### src/rtl/async_fifo_pkg.sv
`default_nettype none
// ============================================================================
// async_fifo_pkg : shared types for the async FIFO write-side logic
// Rev 1.0
// ============================================================================
package async_fifo_pkg;

    typedef enum logic [1:0] {
        WQ_EMPTY = 2'd0,
        WQ_ONE   = 2'd1,
        WQ_TWO   = 2'd2
    } wq_state_e;

endpackage
`default_nettype wire

### src/rtl/wfifo_push_ctrl_sat_counter.sv
`default_nettype none
// ============================================================================
// sat_counter : W-bit event counter, wrapping or saturating at all-ones
// Rev 1.0
// ============================================================================
module sat_counter #(
    parameter int W        = 16,
    parameter bit SATURATE = 1'b0
) (
    input  logic         wclk_i,
    input  logic         wrst_n_i,
    input  logic         inc,
    output logic [W-1:0] cnt
);

    localparam logic [W-1:0] c_max = {W{1'b1}};

    logic [W-1:0] r_cnt;
    logic         w_hold;

    generate
        if (SATURATE) begin : g_sat
            assign w_hold = (r_cnt == c_max);
        end else begin : g_wrap
            assign w_hold = 1'b0;
        end
    endgenerate

    always_ff @(posedge wclk_i or negedge wrst_n_i) begin
        if (!wrst_n_i) begin
            r_cnt <= '0;
        end else if (inc && !w_hold) begin
            r_cnt <= r_cnt + W'(1);
        end
    end

    assign cnt = r_cnt;

endmodule
`default_nettype wire

### src/rtl/wfifo_push_ctrl.sv
`default_nettype none
// ============================================================================
// wfifo_push_ctrl : valid/ready front-end with 2-entry skid buffer driving the
//                   async FIFO write port, plus write/stall debug counters
// Rev 1.0
// ============================================================================
module wfifo_push_ctrl
    import async_fifo_pkg::*;
#(
    parameter int DATASIZE    = 8,
    parameter int CNTW        = 16,
    parameter int AF_THROTTLE = 1
) (
    input  logic                wclk_i,
    input  logic                wrst_n_i,
    input  logic                s_valid,
    input  logic [DATASIZE-1:0] s_data,
    output logic                s_ready,
    input  logic                fifo_full,
    input  logic                fifo_almost_full,
    output logic                wen,
    output logic [DATASIZE-1:0] wdata,
    output logic [CNTW-1:0]     wr_cnt,
    output logic [CNTW-1:0]     stall_cnt
);

    localparam bit c_af_throttle = (AF_THROTTLE != 0);

    wq_state_e           r_state;
    wq_state_e           w_state_next;
    logic [DATASIZE-1:0] r_main_data;
    logic [DATASIZE-1:0] w_main_next;
    logic [DATASIZE-1:0] r_skid_data;
    logic [DATASIZE-1:0] w_skid_next;
    logic                r_s_ready;
    logic                w_s_ready_next;
    logic                w_push;
    logic                w_pop;
    logic                w_main_valid;

    assign w_main_valid = (r_state != WQ_EMPTY);
    assign w_push       = s_valid & r_s_ready;
    assign w_pop        = w_main_valid & ~fifo_full;

    always_comb begin
        w_state_next = r_state;
        w_main_next  = r_main_data;
        w_skid_next  = r_skid_data;
        case (r_state)
            WQ_EMPTY: begin
                if (w_push) begin
                    w_state_next = WQ_ONE;
                    w_main_next  = s_data;
                end
            end
            WQ_ONE: begin
                if (w_push && w_pop) begin
                    w_main_next = s_data;
                end else if (w_push) begin
                    w_state_next = WQ_TWO;
                    w_skid_next  = s_data;
                end else if (w_pop) begin
                    w_state_next = WQ_EMPTY;
                end
            end
            WQ_TWO: begin
                if (w_pop) begin
                    w_state_next = WQ_ONE;
                    w_main_next  = r_skid_data;
                end
            end
            default: begin
                w_state_next = WQ_EMPTY;
            end
        endcase
        // Ready looks at the next state, so the skid slot absorbs the one push
        // that can land while s_ready is still registered high.
        w_s_ready_next = (w_state_next != WQ_TWO) && !(c_af_throttle && fifo_almost_full);
    end

    always_ff @(posedge wclk_i or negedge wrst_n_i) begin
        if (!wrst_n_i) begin
            r_state     <= WQ_EMPTY;
            r_main_data <= '0;
            r_skid_data <= '0;
            r_s_ready   <= 1'b0;
        end else begin
            r_state     <= w_state_next;
            r_main_data <= w_main_next;
            r_skid_data <= w_skid_next;
            r_s_ready   <= w_s_ready_next;
        end
    end

    assign s_ready = r_s_ready;
    assign wen     = w_pop;
    assign wdata   = r_main_data;

    sat_counter #(
        .W        (CNTW),
        .SATURATE (1'b0)
    ) u_wr_cnt (
        .wclk_i   (wclk_i),
        .wrst_n_i (wrst_n_i),
        .inc      (w_pop),
        .cnt      (wr_cnt)
    );

    sat_counter #(
        .W        (CNTW),
        .SATURATE (1'b1)
    ) u_stall_cnt (
        .wclk_i   (wclk_i),
        .wrst_n_i (wrst_n_i),
        .inc      (w_main_valid & fifo_full),
        .cnt      (stall_cnt)
    );

endmodule
`default_nettype wire

### config.mk
export PLATFORM = sky130hd
export DESIGN_NAME = wfifo_push_ctrl
export DESIGN_NICKNAME = d
export VERILOG_FILES = /design/src/rtl/async_fifo_pkg.sv /design/src/rtl/wfifo_push_ctrl_sat_counter.sv /design/src/rtl/wfifo_push_ctrl.sv
export SDC_FILE = /design/constraint.sdc
export NUM_CORES = 1
export LEC_CHECK = 0
export CORE_UTILIZATION = 30
export CTS_BUF_LIST = sky130_fd_sc_hd__clkbuf_16
export CTS_CLUSTER_SIZE = 25
export DETAILED_ROUTE_END_ITERATION = 10
export HOLD_SLACK_MARGIN = 0.06
export PLACE_DENSITY = 0.51
export SLEW_MARGIN = 20
export SYNTH_ARGS = -nofsm -noshare
export SYNTH_HDL_FRONTEND = slang
export SYNTH_SLANG_ARGS = --single-unit
### constraint.sdc
create_clock -name wclk_i -period 2.2 [get_ports wclk_i]
set_input_delay 0.33 -clock wclk_i [delete_from_list [all_inputs] [get_ports wclk_i]]
set_output_delay 0.33 -clock wclk_i [all_outputs]
set_load 0.005 [all_outputs]
# [Yosys cells after proc, flatten, opt, wreduce, memory -nomap -nowiden]
# Cells that the tools add are included.
[word_totals] regBits=51 word_cells=40 inputBits=13
[op_classes] n_eq_ne=7 n_addsub=2 reduce_logical=10 n_mux=10 n_bitwise=5
[op_table] operator="16-bit by 1-bit adder with 16-bit output (second input constant)" count=2
[op_table] operator="8-bit 2-to-1 mux" count=3
[op_table] operator="8-bit one-hot mux with 3 select lines" count=1
[op_table] operator="16-bit == test (second input constant)" count=1
[op_table] operator="2-bit 2-to-1 mux" count=5
[op_table] operator="2-bit != test (second input constant)" count=4
[op_table] operator="2-bit one-hot mux with 3 select lines" count=1
[op_table] operator="4-bit AND reduction" count=1
[op_table] operator="1-bit AND" count=3
[op_table] operator="1-bit logical AND" count=3
[op_table] operator="3-bit AND reduction" count=1
[op_table] operator="3-bit nonzero test" count=1
[op_table] operator="2-bit by 1-bit == test with 1-bit output (second input constant)" count=1
[op_table] operator="2-bit == test (second input constant)" count=1
[op_table] operator="1-bit logical NOT" count=2
[op_table] operator="2-bit logical NOT" count=1
[op_table] operator="1-bit inverter" count=2
[op_table] operator="2-bit nonzero test" count=1

# [Depth between registers and ports, before layout]
[logic_depth] depth_word=8 mapped_depth=6 ltp_nobuf=5

# [Cells and area by module]
# A second synthesis with hierarchy kept.
[hier_totals] hier_cells=189 hier_area_um2=2371.0
[modules_own_cells] mod="wfifo_push_ctrl" cells_per_inst=64 area_per_inst_um2=874.6 seq_area_each_um2=475.5 n_inst=1
[modules_own_cells] mod="sat_counter (u_stall_cnt)" cells_per_inst=69 area_per_inst_um2=800.8 seq_area_each_um2=400.4 n_inst=1
[modules_own_cells] mod="sat_counter (u_wr_cnt)" cells_per_inst=56 area_per_inst_um2=695.7 seq_area_each_um2=400.4 n_inst=1

# [Worst setup path before layout]
# Ideal clock, no wire load.
[synth_path] path_type="register -> register" from="reg u_stall_cnt.r_cnt[0] (netlist: u_stall_cnt.cnt[0])" to="reg u_stall_cnt.r_cnt[1] (netlist: u_stall_cnt.cnt[1])" arrival_time_ps=1419 slack_ps=657 path_stages_with_launch=6 setup_ps=125 path_buffers=0 cell_sequence="dfrtp_1 > ha_1 > nand2_1 > nand4bb_4 > o21ai_2 > mux2_2"
[synth_via] elab_chain_len=3
[synth_lines] element="from (decl)" line="wfifo_push_ctrl_sat_counter.sv:18" rtl="logic [W-1:0] r_cnt;"
[synth_lines] element="from (signal assigned)" line="wfifo_push_ctrl_sat_counter.sv:33" rtl="r_cnt <= r_cnt + W'(1);"
[synth_lines] element="parallel branches: the longest is 3 deep, another holds 16-bit by 1-bit adder with 16-bit output"
# Several ways; the timed one is not identified.
# A chain may end at the register's enable or synchronous reset.

# [Worst setup path after layout]
[layout_path] from="in fifo_full" to="out wen"
[layout_via] elab_chain_len=2
[layout_lines] element="from (decl)" line="wfifo_push_ctrl.sv:19" rtl="input logic fifo_full,"
[layout_lines] element="1-bit inverter" line="wfifo_push_ctrl.sv:43" rtl="assign w_pop = w_main_valid & ~fifo_full;"
[layout_lines] element="1-bit AND" line="wfifo_push_ctrl.sv:43"
[layout_lines] element="to (decl)" line="wfifo_push_ctrl.sv:21" rtl="output logic wen,"
# Every way passes these cells.

==> results by group <==
Outcome
  – Status: finished clean

Detailed routing
  – Routed WL: 5077 um
  – DR WL/cell: 13.76 um
  – Routed Antenna Nets: 0
  – Via count: 1,767
  – Detailed Routing Iterations Pass 1: 4
  – Initial detailed-routing violation count: 37
  – Drt drc: 0
  – Via density: 4.789

Clock network
  – Worst-path clk slew: 60 ps
  – Latest clock arrival within the worst-skew pair: 280 ps
  – Cts bufs inserted: 5
  – CTS tree: yes
  – Post-cts resize count: 0
  – CTS Sinks: 51
  – # hold bufs at CTS: 0
  – Postcts setup bufs: 0
  – CTS root buffer: clkbuf_16
  – H-tree levels: 2
  – Bufs on Longest Clock Path: 2

Timing
  – RSZ-0062 raised after global routing: no
  – Max Slew Vio Count: 0
  – Setup Skew: 4.759 ps
  – Crit share post-route: 0.9491
  – Slew @ Worst Pin: 663.7 ps
  – Hold Fails Final Rpt: 0
  – Setup WS post-layout: 111.9 ps
  – Setup-failing EPs final: 0
  – Maximum achievable frequency: 478.9 MHz
  – Setup TNS: 0 ps
  – Tmin final: 2088 ps
  – Max-slew headroom: 0.5576

Critical path
  – CP Max Fanout: 6
  – WS Path Type: in2out
  – Arrival @ worst endpoint: 1760 ps
  – CP bufs+invs: 3
  – Crit. End Element: output port
  – Flop2flop setup slack: 490 ps
  – Most frequent CP cell: clkdlybuf4s50_1
  – Crit-path leading delay family: buffers and inverters
  – Slowest cell on crit path: clkdlybuf4s50_1
  – Critical-path cell list: clkdlybuf4s50_1 > o21bai_4 > inv_1 > clkdlybuf4s50_1
  – Worst Path Required: 1870 ps
  – Max incr delay on CP: 530 ps
  – Startpoint Class: input port

Power
  – Power, Total: 2.775 mW
  – Power Dens Cells: 860.0 mW/mm2
  – VDD IR max: 0.4664 mV
  – Static Leak: 1.266 nW

Placed design
  – IO Port Bufs: 54
  – Placed cells: 362
  – Routability cong.: 0.7107
  – Final HPWL DP: 3601 um
  – Place WS: 122.8 ps

Floorplan
  – I/O pin count: 55
  – # rows: 32
  – Die width: 92.09 um
  – Core area: 0.007807 mm2
  – Starting Density: 0.3119
  – Die Span Y: 92.09 um
  – Die ar.: 0.008481 mm2

Logic synthesis
  – Adder-Cell Fraction of Synth Area: 0.01028
  – Yosys reg bits: 51
  – Largest family of logic cells by synthesized area: simple AND/OR/NAND/NOR gates
  – Post-Syn Nets: 222
  – Primary flip-flop cell chosen by synthesis mapping: dfrtp_1
  – Mapped Avg Cell Area: 11.76 um2
  – Portion of netlist area occupied by mux cells: 0.1023
  – Cells after Synth: 207
  – Compound-cell area share of the yosys netlist: 0.07348
  – Post-synth EDFFs: 0
  – Distinct cells, synth: 43
  – Synthesized cell area: 0.002435 mm2
  – Synth Area in Simple Gates: 0.1912
  – Sequential area share after synthesis: 0.5242
  – Post-Synth XOR/XNOR Area: 0.08273
  – YS warnings: 0
  – Ys async rst share: 1.000

Finish
  – Most frequent cells in the layout: clkdlybuf4s50_1, dfrtp_1, xnor2_1, nor2_1, mux2_2
  – Commonest non-fill, non-tap cell in the layout: clkdlybuf4s50_1
  – Share of cells above drive strength 1: 0.1536
  – Fillcell total: 769
  – Fin nets: 282
  – Ant. Diodes: 0
  – Area Overhead vs Synth: 32.53%
  – Finished Layout Cells: 369

Job
  – Max-Cap Viols: 0

GRT
  – Vias in the first global route: 1,721
  – Initial antenna violation count: 0
  – Largest net degree at the start of global routing: 52
  – Gr ovfl total: 0
  – First-pass GRT wire length: 8459 um
  – Gr usage total: 0.1271

Hold path
  – Worst hold path class: in2async
## where the power goes
group / switching, mW / internal (mW) / leakage (nW) / total (mW)
Combinational: 0.242 / 0.452 / 0.553 / 0.693
Sequential: 0.213 / 1.15 / 0.646 / 1.36
Clock: 0.315 / 0.409 / 0.0671 / 0.724
Total: 0.769 / 2.01 / 1.27 / 2.77
## worst paths after layout
check,from,endpoint,cells after the start
setup / recovery,fifo_full,wen,4
hold / removal,wrst_n_i,wdata[6],2
setup reg to reg,u_stall_cnt.cnt[0],u_stall_cnt.cnt[1],5
hold reg to reg,u_wr_cnt.cnt[15],u_wr_cnt.cnt[15],1
max in group asynchronous,wrst_n_i,u_wr_cnt.cnt[0],2
min in group wclk_i,u_wr_cnt.cnt[15],u_wr_cnt.cnt[15],1
## cells by family (layout without fill, tap and decap cells)
| family | after synthesis | after routing |
|---|---|---|
| compound gates | 26 | 26 |
| fa+ha+maj | 2 | 2 |
| flops | 51 | 51 |
| simple gates | 75 | 75 |
| buf+inv | 7 | 67 |
| mux | 23 | 23 |
| xor+xnor | 23 | 23 |
## worst register-to-register path, stage by stage, from the launching register on
cell,delay [ps]
dfrtp_1,410
ha_1,260
nand2_1,100
nand4bb_4,280
o21ai_2,200
mux2_2,350
## cell usage after synthesis (2+ instances only)
master | instances | area (um2)
nor2_1 | 18 | 67.56
nand4_1 | 9 | 56.30
o21ai_0 | 4 | 20.02
o21a_1 | 2 | 15.01
nor3b_1 | 2 | 15.01
o211ai_1 | 2 | 15.01
dfrtp_1 | 51 | 1276
nor3_2 | 3 | 30.03
nor3_1 | 3 | 15.01
xnor2_1 | 19 | 166.4
mux2i_1 | 8 | 80.08
inv_1 | 3 | 11.26
buf_4 | 3 | 22.52
and3_1 | 3 | 18.77
mux2_2 | 14 | 157.7
and4_1 | 2 | 17.52
nand2_1 | 11 | 41.29
xor2_1 | 4 | 35.03
ha_1 | 2 | 25.02
nand3_1 | 10 | 50.05
a21oi_1 | 11 | 55.05
o21ai_2 | 2 | 17.52
## metrics by stage
stage	utilization	hold WS (ps)	area, um2
floorplan	-	34.41	2435
global placement	0.3962	462.6	3093
detailed placement	0.3962	480.3	3093
CTS	0.4133	199.2	3227
global route	0.4133	236.0	3227
finish	0.4133	167.1	3227
## routing by layer
metal / global-route usage / up-vias / wire length [um]
met5: 0 / - / 0
met1: 0.1702 / 869 / 2371
met4: 0.03906 / 0 / 42
li1: - / 862 / -
met2: 0.2065 / 34 / 2501
met3: 0.02570 / 2 / 162
## area by class of cell
class                           count  area (um2)  share of cell area
Clock buffer                        5       125.1             0.03877
Clock inverter                      2       8.758            0.002714
Inverter                            3       11.26            0.003490
Multi-Input combinational cell    149        1120              0.3470
Sequential cell                    51        1276              0.3955
Tap cell                          102       127.6             0.03955
Timing Repair Buffer               57       558.0              0.1729
## sequential cells by signal, indices dropped and copies added, names as in the netlist
register         count
wdata                8
u_wr_cnt.cnt        16
r_state              2
r_skid_data          8
u_stall_cnt.cnt     16
s_ready              1
No activity file was read; power rests on OpenSTA's default activity.
